$ cat src/rtl/seg7_pattern_decoder.sv
`timescale 1ns/1ps
// Inverse seven-segment decoder: filters strobed, multiplexed active-low segment
// patterns for stability and rebuilds the 8-digit hex readback word.
module seg7_pattern_decoder #(
  parameter int unsigned STABLE_CNT = 3
) (
  input  logic        CLOCK_50,
  input  logic        RST,
  input  logic [6:0]  seg_in,
  input  logic [2:0]  dig_sel,
  input  logic        seg_strobe,
  input  logic        clear,
  output logic [31:0] value,
  output logic [7:0]  digit_valid,
  output logic [7:0]  digit_blank,
  output logic [7:0]  digit_err,
  output logic        update,
  output logic [2:0]  update_pos,
  output logic        frame_done
);

  localparam int unsigned CNT_W  = 4;
  localparam logic [CNT_W-1:0] STABLE = CNT_W'(STABLE_CNT);
  localparam logic [6:0] PAT_BLANK = 7'b1111111;

  logic [2:0]       last_pos;
  logic [6:0]       last_pat;
  logic [CNT_W-1:0] cnt;
  logic [7:0]       seen;

  logic             match;
  logic [CNT_W-1:0] cnt_nxt;
  logic             commit;
  logic             is_hex;
  logic             is_blank;
  logic [3:0]       code;
  logic [7:0]       pos_bit;
  logic [7:0]       seen_nxt;

  // Stability filter: count repeats of the same (position, pattern) pair
  always_comb begin
    match   = (dig_sel == last_pos) && (seg_in == last_pat);
    cnt_nxt = cnt;
    commit  = 1'b0;
    if (seg_strobe) begin
      if (!match) begin
        cnt_nxt = CNT_W'(1);
      end else if (cnt != STABLE) begin
        cnt_nxt = cnt + CNT_W'(1);
      end
      // Commit only on the transition into STABLE, never while already saturated
      commit = (cnt_nxt == STABLE) && !(match && (cnt == STABLE));
    end
  end

  // Exact-match decode table (gfedcba, active low)
  always_comb begin
    is_hex   = 1'b1;
    is_blank = 1'b0;
    code     = 4'h0;
    case (seg_in)
      7'b1000000: code = 4'h0;
      7'b1111001: code = 4'h1;
      7'b0100100: code = 4'h2;
      7'b0110000: code = 4'h3;
      7'b0011001: code = 4'h4;
      7'b0010010: code = 4'h5;
      7'b0000010: code = 4'h6;
      7'b1111000: code = 4'h7;
      7'b0000000: code = 4'h8;
      7'b0010000: code = 4'h9;
      7'b0001000: code = 4'hA;
      7'b0000011: code = 4'hB;
      7'b0100111: code = 4'hC;
      7'b0100001: code = 4'hD;
      7'b0000110: code = 4'hE;
      7'b0001110: code = 4'hF;
      PAT_BLANK: begin
        is_hex   = 1'b0;
        is_blank = 1'b1;
      end
      default: is_hex = 1'b0;
    endcase
  end

  always_comb begin
    pos_bit  = 8'(1) << dig_sel;
    seen_nxt = seen | pos_bit;
  end

  // Capture registers; clear shares reset values except update_pos
  always_ff @(posedge CLOCK_50) begin
    if (RST || clear) begin
      last_pos    <= 3'd0;
      last_pat    <= PAT_BLANK;
      cnt         <= '0;
      seen        <= 8'h00;
      value       <= 32'h0;
      digit_valid <= 8'h00;
      digit_blank <= 8'h00;
      digit_err   <= 8'h00;
      update      <= 1'b0;
      frame_done  <= 1'b0;
      if (RST) begin
        update_pos <= 3'd0;
      end
    end else begin
      update     <= commit;
      frame_done <= 1'b0;
      if (seg_strobe) begin
        last_pos <= dig_sel;
        last_pat <= seg_in;
        cnt      <= cnt_nxt;
      end
      if (commit) begin
        update_pos <= dig_sel;
        if (seen_nxt == 8'hFF) begin
          frame_done <= 1'b1;
          seen       <= 8'h00;
        end else begin
          seen <= seen_nxt;
        end
        if (is_hex) begin
          value[{dig_sel, 2'b00} +: 4] <= code;
          digit_valid <= digit_valid | pos_bit;
          digit_blank <= digit_blank & ~pos_bit;
          digit_err   <= digit_err & ~pos_bit;
        end else if (is_blank) begin
          value[{dig_sel, 2'b00} +: 4] <= 4'h0;
          digit_valid <= digit_valid & ~pos_bit;
          digit_blank <= digit_blank | pos_bit;
          digit_err   <= digit_err & ~pos_bit;
        end else begin
          digit_valid <= digit_valid & ~pos_bit;
          digit_blank <= digit_blank & ~pos_bit;
          digit_err   <= digit_err | pos_bit;
        end
      end
    end
  end

endmodule
$ cat config.mk
export PLATFORM = sky130hd
export DESIGN_NAME = seg7_pattern_decoder
export DESIGN_NICKNAME = d
export VERILOG_FILES = /design/src/rtl/seg7_pattern_decoder.sv
export SDC_FILE = /design/constraint.sdc
export NUM_CORES = 1
export LEC_CHECK = 0
export ABC_AREA = 0
export CORE_MARGIN = 2
export CORE_UTILIZATION = 55
export DETAILED_ROUTE_END_ITERATION = 16
export PLACE_DENSITY = 0.84
export SYNTH_ARGS = -nofsm -noshare
export SYNTH_HDL_FRONTEND = slang
export SYNTH_SLANG_ARGS = --single-unit
export TNS_END_PERCENT = 1
$ cat constraint.sdc
create_clock -name CLOCK_50 -period 4.4 [get_ports CLOCK_50]
set_input_delay 0.88 -clock CLOCK_50 [delete_from_list [all_inputs] [get_ports CLOCK_50]]
set_output_delay 0.88 -clock CLOCK_50 [all_outputs]
set_load 0.005 [all_outputs]
==> impl_summary.txt, run 1 <==
----------------------------------------------------
[Timing]
  Post-Route Hold Slack ... 453 ps
  Total negative slack ... 0 ps
  Setup-failing EPs final ... 0
  Pins Over Slew Limit ... 0
  Fraction of the cycle the final worst path needs ... 0.793
  Worst-margin pin slew ... 1070 ps
  Worst setup slack after layout ... 910 ps
  Minimum period implied by the final worst setup slack ... 3490 ps
  RSZ-0062 raised after global routing ... false
  Number of hold-slack violations in the final timing report ... 0
  Maximum clock frequency ... 287 MHz
  Relative slew margins ... 0.281
  Setup Skew ... 5.32 ps

[Cells and area]
  Total area of multi-input combinational cells ... 0.00204 sq mm
  Cell area after layout ... 0.00492 sq mm
  Area growth from synthesis to final layout ... 26.0%
  Post-route core utilization ... 0.720
  Most frequent standard cell in the layout excluding fill and tap cells ... sky130_fd_sc_hd__dfxtp_1
  Sequential cell area in the final layout ... 0.00169 sq mm
  Net count of the finished layout ... 513
  Commonest cells after routing, fill and taps aside ... 80 x sky130_fd_sc_hd__dfxtp_1, 74 x sky130_fd_sc_hd__clkdlybuf4s50_1, 57 x sky130_fd_sc_hd__nand2_1
  Diodes inserted ... 0
  Fill cell count ... 533
  Fraction of final layout cells with drive strength greater than 1 ... 0.0825

[Detailed routing]
  DRT antenna net count ... 0
  Final Routed Wirelength ... 9090 um
  Met3 wire len ... 439 um
  Router iterations before antenna repair ... 4
  Top layer reached by signal wires ... met4
  Length of routed met2 wiring ... 4620 um
  DRT iter0 DRCs ... 236
  DRC violation count after routing ... 0
  Via-per-instance ratio ... 5.64
  Detailed-route via count ... 3,345
  Wire length on met1 ... 3860 um
  Post-DR wirelength/cell ... 15.3 um

[Yosys]
  Number of enable flip-flop cells after synthesis ... 3
  Synthesized instance count ... 427
  Share of the yosys chip area belonging to registers ... 0.433
  Syn. warnings ... 0
  Area of the mapped netlist ... 0.00390 sq mm
  Most used flip-flop cell after synthesis ... sky130_fd_sc_hd__dfxtp_1
  Avg Inst Size Synth ... 9.14 sq um
  Area fraction of the dominant cell type after synthesis ... 0.410
  Post-synth ARST share ... 0
  Top cells by area, synth ... sky130_fd_sc_hd__dfxtp_1 41%, sky130_fd_sc_hd__mux2i_1 13%, sky130_fd_sc_hd__nand2_1 5.5%, sky130_fd_sc_hd__nor2_1 3.2%, sky130_fd_sc_hd__xnor2_1 2.9%
  Number of nets produced by synthesis ... 448
  Leading area contributor after synthesis ... sky130_fd_sc_hd__dfxtp_1
  Number of synthesized register bits ... 83
  Synth cell types ... 61

[Global routing]
  Overall overflow remaining after global route ... 0
  Gr usage total ... 0.240
  Maximum number of pins on one net before global-route repair ... 43
  Global-route wire length before repair ... 14,600 um
  Initial antenna violation count ... 0
  Via count of the first global-routing pass ... 3,097

[Die]
  Number of primary I/O pins ... 75
  Die Footprint ... 0.00779 sq mm
  DIE HEIGHT ... 88.2 um
  Chip Width ... 88.2 um
  Placement row count ... 30
  Total core area ... 0.00683 sq mm
  Initial core utilization ... 0.571

[Worst setup path]
  Critical path peak fanout ... 18
  Total buffers and inverters traversed by the critical path ... 1
  Cell family contributing the most delay on the critical path ... simple AND/OR/NAND/NOR gates
  Crit-path slowest cell ... sky130_fd_sc_hd__nor3_2
  Delay of the slowest cell on the worst path ... 900 ps
  Cell breakdown of the critical path ... clkdlybuf4s50_1, and4b_1, o21ai_1, o311ai_2, nor3_2, or3_1, mux2i_1
  Startpoint-to-endpoint class of the critical path ... input pin to register
  CP Launch Type ... input pin
  Worst endpoint data arrival time ... 3780 ps
  Crit path required time ... 4690 ps
  Critical Path End Type ... register

[Run]
  Number of max-capacitance violations reported ... 0

[Clock tree]
  Clock H-tree levels ... 3
  CTS Buffer Depth ... 2
  Post-CTS sizing ... 0
  Clock sink total ... 83
  Total CTS buffers ... 9
  Number of buffers added for setup after CTS ... 0
  Worst-Skew Late Latency ... 370 ps
  Master cell of the clock root buffer ... sky130_fd_sc_hd__clkbuf_8
  Clock slew at reported path FFs ... 90 ps
  Hold-fix buffers at CTS ... 0
  Clock tree from TritonCTS ... built

[Power and ir drop]
  Flop pwr share ... 0.514
  Leakage power of the design ... 1.90 nW
  Power density of the placed cells ... 302 mW/mm^2
  Reported net switching power ... 0.000375 W
  Worst vdd ir ... 156 uV
  Switching portion of total power ... 0.253
  Combinational share of power ... 0.085
  Internal power summed over all cells ... 0.00111 W
  Share of total power in the clock network ... 0.401

[Placement]
  Worst-case setup slack after placement ... 608 ps
  Total of buffers placed on input and output ports ... 74
  Placed Instance Area ... 0.00470 sq mm
  Final weighted congestion in routability-driven placement ... 0.820
  Half-perimeter wire length of the detailed placement result ... 6460 um

[Run status]
  Run status ... completed

[Hold path]
  Class of the worst hold path ... register to register

----------------------------------------------------
per-stage QoR:
step           std cells  power [W]
2_1_floorplan        427   0.000867
3_3_place_gp         577   0.000902
3_5_place_dp         577   0.000905
4_1_cts              593    0.00148
5_1_grt              593    0.00153
6_report             593    0.00148
synthesized netlist by cell type (all sizes together), types with 5 or more instances:
master and instances:
a211oi 5, a21oi 22, and4 5, buf 13, clkbuf 14, dfxtp 80
ha 7, inv 16, mux2i 49, nand2 57, nand3 14, nand4 8
nor2 33, nor2b 10, nor3 8, nor3b 6, nor4 6, o21a 5
xnor2 14
worst min-delay path: cells and delay by family, from the launching register on:
family | cells | cell delay (ps)
AO/OA/AOI/OAI | 1 | 50
flip-flops | 1 | 320
AND/OR/NAND/NOR | 1 | 50
path summary, 6_finish.rpt:
| check | from | to | slack [ps] | cells past startpoint |
|---|---|---|---|---|
| setup / recovery | seg_in[3] | value[5] | 910 | 7 |
| hold / removal | register | register | 450 | 2 |
| setup reg to reg | cnt[0] | value[2] | 1900 | 7 |
| hold reg to reg | register | register | 450 | 2 |
cells by family after synthesis:
family / Yosys count / synth area share
AND/OR/NAND/NOR: 173 / 0.237
flip-flops: 83 / 0.433
AO/OA/AOI/OAI: 56 / 0.0972
multiplexers: 50 / 0.129
buffers and inverters: 43 / 0.0455
XOR/XNOR: 15 / 0.0356
adder cells (fa/ha/maj): 7 / 0.0224
final cells by class:
class,instances,area share
clock inverter,6,0.0140
tap,96,0.0244
sequential,83,0.344
clock buffer,10,0.0303
inverter,16,0.0122
timing repair buffer,81,0.161
multi-input combinational,301,0.414
routing by layer:
layer | track usage | vias up
met5 | 0 | -
met4 | 0.105 | 0
met3 | 0.0392 | 19
met2 | 0.404 | 111
met1 | 0.305 | 1599
li1 | - | 1616
power groups by stage:
stage | logic (W) | clock network (W) | registers (W)
after floorplan | 0.0000861 | 0 | 0.000781
after global placement | 0.000121 | 0 | 0.000781
after detailed placement | 0.000124 | 0 | 0.000781
after CTS | 0.000126 | 0.000595 | 0.000763
after global routing | 0.000139 | 0.000627 | 0.000764
final | 0.000127 | 0.000595 | 0.000763
(Power assumes the default switching activity.)
==> run 2, diff against run 1 <==
CORE_UTILIZATION = 52   (was 55)
PLACE_DENSITY = 0.8   (was 0.84)
clock period = 3.4 ns   (was 4.4 ns; I/O delays follow)
==> impl_summary.txt, run 2 (synthesis results as in run 1) <==
----------------------------------------------------
[Detailed routing]
  Final Routed Wirelength ... 9010 um (-0.91%)
  Router iterations before antenna repair ... 4 (unchanged)
  Detailed-route via count ... 3,235 (-3.3%)
  DRT iter0 DRCs ... 176 (-25%)
  Post-DR wirelength/cell ... 14.8 um (-3.2%)
  DRT antenna net count ... 0 (unchanged)
  Via-per-instance ratio ... 5.33 (-5.5%)
  DRC violation count after routing ... 0 (unchanged)

[Cells and area]
  Fraction of final layout cells with drive strength greater than 1 ... 0.102 (+0.0199)
  Sequential cell area in the final layout ... 0.00169 sq mm (unchanged)
  Total area of multi-input combinational cells ... 0.00204 sq mm (unchanged)
  Most frequent standard cell in the layout excluding fill and tap cells ... sky130_fd_sc_hd__dfxtp_1
  Commonest cells after routing, fill and taps aside ... 80 x sky130_fd_sc_hd__dfxtp_1, 74 x sky130_fd_sc_hd__clkdlybuf4s50_1, 57 x sky130_fd_sc_hd__nand2_1
  Net count of the finished layout ... 525 (+2.3%)
  Fill cell count ... 578 (+8.4%)
  Diodes inserted ... 0 (unchanged)
  Post-route core utilization ... 0.690 (-0.0301)
  Area growth from synthesis to final layout ... 28.2%

[Die]
  Number of primary I/O pins ... 75 (unchanged)
  DIE HEIGHT ... 90.6 um (+2.7%)
  Chip Width ... 90.6 um (+2.7%)
  Total core area ... 0.00725 sq mm (+6.2%)
  Die Footprint ... 0.00821 sq mm (+5.5%)
  Placement row count ... 31 (+3.3%)
  Initial core utilization ... 0.538 (-0.0332)

[Timing]
  Worst-margin pin slew ... 674 ps (-398 ps)
  Minimum period implied by the final worst setup slack ... 2880 ps
  RSZ-0062 raised after global routing ... false
  Setup-failing EPs final ... 0 (unchanged)
  Relative slew margins ... 0.547 (+0.267)
  Total negative slack ... 0 ps (unchanged)
  Maximum clock frequency ... 347 MHz
  Setup Skew ... 11.2 ps (+5.86 ps)
  Pins Over Slew Limit ... 0 (unchanged)
  Fraction of the cycle the final worst path needs ... 0.847
  Number of hold-slack violations in the final timing report ... 0 (unchanged)

[Hold path]
  Class of the worst hold path ... register to register

[Power and ir drop]
  Leakage power of the design ... 1.95 nW (+3.0%)
  Worst vdd ir ... 273 uV (+75%)
  Power density of the placed cells ... 379 mW/mm^2 (+26%)

[Clock tree]
  Clock slew at reported path FFs ... 90 ps (about the same)
  Hold-fix buffers at CTS ... 0 (unchanged)
  Clock H-tree levels ... 3 (unchanged)
  CTS Buffer Depth ... 2 (unchanged)
  Number of buffers added for setup after CTS ... 0 (unchanged)
  Post-CTS sizing ... 0 (unchanged)
  Master cell of the clock root buffer ... sky130_fd_sc_hd__clkbuf_8
  Clock sink total ... 83 (unchanged)
  Clock tree from TritonCTS ... built
  Worst-Skew Late Latency ... 360 ps (about the same)
  Total CTS buffers ... 9 (unchanged)

[Worst setup path]
  Crit path required time ... 3680 ps (-1010 ps)
  Startpoint-to-endpoint class of the critical path ... input pin to register
  RR Endpoint ... value[22]
  Register-to-register setup slack ... 950 ps (-950 ps)
  Worst endpoint data arrival time ... 3150 ps (-630 ps)
  Critical Path End Type ... register
  Worst setup path endpoint ... value[6]
  FF-to-FF Start ... cnt[0]
  Worst-case reg-to-reg path depth ... 7 (unchanged)
  Critical path peak fanout ... 10 (-8)
  CP Launch Type ... input pin
  Critical path startpoint ... seg_in[0]

[Global routing]
  Maximum number of pins on one net before global-route repair ... 25 (-42%)
  Via count of the first global-routing pass ... 3,181 (+2.7%)
  Overall overflow remaining after global route ... 0 (unchanged)
  Gr usage total ... 0.230 (-0.0101)
  Global-route wire length before repair ... 15,300 um (+4.5%)
  Initial antenna violation count ... 0 (unchanged)

[Placement]
  Half-perimeter wire length of the detailed placement result ... 6690 um (+3.5%)
  Final weighted congestion in routability-driven placement ... 0.870 (+6.1%)
  Total of buffers placed on input and output ports ... 74 (unchanged)

[Run status]
  Run status ... completed

[Run]
  Number of max-capacitance violations reported ... 0 (unchanged)

----------------------------------------------------
## run 2: changes by cell type in the layout (fill, tap and decap cells not counted)
cell,previous run,this run
sky130_fd_sc_hd__buf_4,7,19
sky130_fd_sc_hd__clkinv_2,0,1
sky130_fd_sc_hd__clkinvlp_4,2,1
sky130_fd_sc_hd__inv_4,1,0
## run 2: how the worst min path moves through the flow
stage / to / depth (start not counted)
CTS: register / 2
floorplan: value[26] / 2
detailed placement: register / 2
global placement: value[26] / 2
finish: register / 2
global route: register / 2
## run 2: critical path, stage by stage
cell and delay, ps:
sky130_fd_sc_hd__clkdlybuf4s50_1 570, sky130_fd_sc_hd__or3b_1 480, sky130_fd_sc_hd__or4_1 490, sky130_fd_sc_hd__nand3_2 100
sky130_fd_sc_hd__nor3_2 90, sky130_fd_sc_hd__or3_1 510, sky130_fd_sc_hd__a211oi_2 240
## run 2: per-stage QoR
stage | power [W] | cell area [sq um] | setup WS (ps) | hold WS (ps) | cells
final | 0.00190 | 5000 | 521 | 454 | 607
after global routing | 0.00197 | 5000 | 296 | 472 | 607
after CTS | 0.00191 | 5000 | 536 | 459 | 607
after detailed placement | 0.00118 | 4790 | 158 | 448 | 592
after global placement | 0.00118 | 4790 | 208 | 432 | 592
after floorplan | 0.00112 | 3900 | 891 | 437 | 427
## run 2: final cells by class
type                    count  share of cell area
clock inverters             5              0.0120
inverters                  16              0.0120
multi-input cells         301               0.407
clock buffers              10              0.0298
flip-flops and latches     83               0.338
repair buffers             93               0.177
well taps                  99              0.0248
## run 2: layer usage
layer | up-vias | part of all wire | track usage
met4 | 0 | 0.017 | 0.0897
met2 | 68 | 0.50 | 0.402
li1 | 1646 | - | -
met5 | - | 0 | 0
met1 | 1510 | 0.45 | 0.284
met3 | 11 | 0.034 | 0.0342
## run 2: power breakdown
part / internal, W / switching, W / total (W)
combinational: 0.0000712 / 0.0000991 / 0.000170
clock: 0.000382 / 0.000356 / 0.000738
sequential: 0.000984 / 0.00000408 / 0.000988
==> run 3, diff against run 2 <==
CORE_UTILIZATION = 47   (was 52)
PLACE_DENSITY = 0.76   (was 0.8)
clock period = 2.61 ns   (was 3.4 ns; I/O delays follow)
==> impl_summary.txt, run 3 (synthesis results as in run 1) <==
----------------------------------------------------
[Power and ir drop]
  Power density of the placed cells ... 452 mW/mm^2 (+19%)
  Leakage power of the design ... 2.20 nW (+13%)
  Worst vdd ir ... 224 uV (-18%)

[Cells and area]
  Post-route core utilization ... 0.665 (-0.0249)
  Diodes inserted ... 0 (unchanged)
  Area growth from synthesis to final layout ... 38.6%
  Sequential cell area in the final layout ... 0.00169 sq mm (unchanged)
  Fraction of final layout cells with drive strength greater than 1 ... 0.189 (+0.0861)
  Fill cell count ... 626 (+8.3%)
  Net count of the finished layout ... 573 (+9.1%)
  Total area of multi-input combinational cells ... 0.00208 sq mm (+2.2%)
  Layout Cells excl Fill ... 662 (+9.1%)
  Commonest cells after routing, fill and taps aside ... 80 x sky130_fd_sc_hd__dfxtp_1, 74 x sky130_fd_sc_hd__clkdlybuf4s50_1, 66 x sky130_fd_sc_hd__buf_4
  Most frequent standard cell in the layout excluding fill and tap cells ... sky130_fd_sc_hd__dfxtp_1

[Global routing]
  Layer with the highest usage ... met2
  Met3 Resource Use GR ... 0.0403 (+0.00609)
  Via count of the first global-routing pass ... 3,328 (+4.6%)
  Maximum number of pins on one net before global-route repair ... 25 (unchanged)
  Global-route wire length before repair ... 15,600 um (+1.9%)
  Overall overflow remaining after global route ... 0 (unchanged)
  M1 GR Usage ... 0.278 (-0.00631)
  Global routing usage on met2 ... 0.367 (-0.0350)
  Gr usage total ... 0.220 (-0.00988)
  Initial antenna violation count ... 0 (unchanged)

[Worst setup path]
  Critical path startpoint ... seg_in[1]
  Worst-case reg-to-reg path depth ... 9 (+2)
  Critical Path End Type ... register
  CP Launch Type ... input pin
  Total buffers and inverters traversed by the critical path ... 1 (unchanged)
  Total number of cells along the worst setup path ... 7 (unchanged)
  Cell breakdown of the critical path ... clkdlybuf4s50_1, or3b_1, or4_1, nand3_2, nor3_4, or3b_1, a211oi_2
  Startpoint-to-endpoint class of the critical path ... input pin to register
  FF-to-FF Start ... cnt[0]
  Worst endpoint data arrival time ... 2850 ps (-300 ps)
  Register-to-register setup slack ... 260 ps (-690 ps)
  Critical Path Most Common Cell ... sky130_fd_sc_hd__or3b_1
  Cell family contributing the most delay on the critical path ... simple AND/OR/NAND/NOR gates
  RR Endpoint ... value[1]
  Crit-path slowest cell ... sky130_fd_sc_hd__or3b_1
  Critical path peak fanout ... 9 (-1)
  Worst setup path endpoint ... value[22]
  Crit path required time ... 2890 ps (-790 ps)
  Delay of the slowest cell on the worst path ... 510 ps (-60 ps)

[Clock tree]
  Total CTS buffers ... 9 (unchanged)
  Worst-Skew Late Latency ... 350 ps (about the same)
  Clock sink total ... 83 (unchanged)
  Clock H-tree levels ... 3 (unchanged)
  CTS Buffer Depth ... 2 (unchanged)
  Clock slew at reported path FFs ... 80 ps (about the same)
  Clock tree from TritonCTS ... built
  Hold-fix buffers at CTS ... 0 (unchanged)
  Master cell of the clock root buffer ... sky130_fd_sc_hd__clkbuf_8

[Timing]
  Number of hold-slack violations in the final timing report ... 0 (unchanged)
  Worst setup slack after layout ... 38.7 ps (-483 ps)
  Setup-failing EPs final ... 0 (unchanged)
  Setup Skew ... 7.59 ps (-3.60 ps)
  Minimum period implied by the final worst setup slack ... 2570 ps
  Maximum clock frequency ... 389 MHz
  Pins Over Slew Limit ... 0 (unchanged)
  Total negative slack ... 0 ps (unchanged)
  RSZ-0062 raised after global routing ... true
  Relative slew margins ... 0.480 (-0.0675)
  Fraction of the cycle the final worst path needs ... 0.985
  Worst-margin pin slew ... 775 ps (+101 ps)
  Post-Route Hold Slack ... 449 ps (-5.37 ps)

[Die]
  Chip Width ... 95.1 um (+5.0%)
  Die Footprint ... 0.00905 sq mm (+10%)
  Total core area ... 0.00813 sq mm (+12%)
  Number of primary I/O pins ... 75 (unchanged)
  DIE HEIGHT ... 95.1 um (+5.0%)
  Initial core utilization ... 0.480 (-0.0583)
  Placement row count ... 33 (+6.5%)

[Hold path]
  Class of the worst hold path ... register to register
  Hold Path Origin ... value[30]

[Placement]
  Worst-case setup slack after placement ... -329 ps (-487 ps)
  Final weighted congestion in routability-driven placement ... 0.940 (+8.1%)
  Cell Count Post-Placement ... 645 (+9.0%)
  Half-perimeter wire length of the detailed placement result ... 7110 um (+6.4%)
  Total of buffers placed on input and output ports ... 74 (unchanged)

[Detailed routing]
  Router iterations before antenna repair ... 5 (+1)
  Via-per-instance ratio ... 5.44 (+2.1%)
  DRT antenna net count ... 0 (unchanged)
  Detailed-route via count ... 3,601 (+11%)
  DRT iter0 DRCs ... 164 (-6.8%)
  Final Routed Wirelength ... 9780 um (+8.6%)
  Post-DR wirelength/cell ... 14.8 um (-0.41%)
  DRC violation count after routing ... 0 (unchanged)

[Run]
  Number of max-capacitance violations reported ... 0 (unchanged)

[Run status]
  Run status ... completed

----------------------------------------------------
==> run 3: per-stage QoR <==
step | area [sq um] | total power (W)
after floorplan | 3900 | 0.00146
after global placement | 5170 | 0.00159
after detailed placement | 5170 | 0.00159
after CTS | 5370 | 0.00246
after global routing | 5410 | 0.00254
final | 5410 | 0.00245
==> run 3: layout make-up <==
type                    instances  share of cell area
clock inverters                 3             0.00393
well taps                     105              0.0243
clock buffers                  13              0.0312
inverters                      16              0.0111
multi-input cells             301               0.384
repair buffers                141               0.232
flip-flops and latches         83               0.313
==> run 3: tightest hold or removal path: stages (launching register included) <==
cell	delay (ps)
sky130_fd_sc_hd__dfxtp_1	320
sky130_fd_sc_hd__inv_1	50
sky130_fd_sc_hd__a21oi_1	50
==> run 3: what timing repair did <==
action	CTS	global route
setup buffers	0	1
resized for setup	2	5
setup endpoints to repair	7	37
==> run 3: power breakdown <==
part           internal, W  switching, W
Combinational     0.000137      0.000148
Clock             0.000425      0.000450
Sequential         0.00128    0.00000519
Total              0.00184      0.000603
==> run 3: worst min path at each step <==
stage                      to  slack, ps  cells after the start
finish              value[30]        450                      2
global route        value[30]        470                      2
CTS                 value[30]        460                      2
detailed placement  value[30]        440                      2
global placement     register        440                      2
floorplan           value[26]        440                      2
==> run 3: metal layers <==
layer	wire length [um]	vias to the layer above
met4	241	0
met5	0	-
met3	462	21
met2	4810	113
met1	4270	1731
li1	-	1736
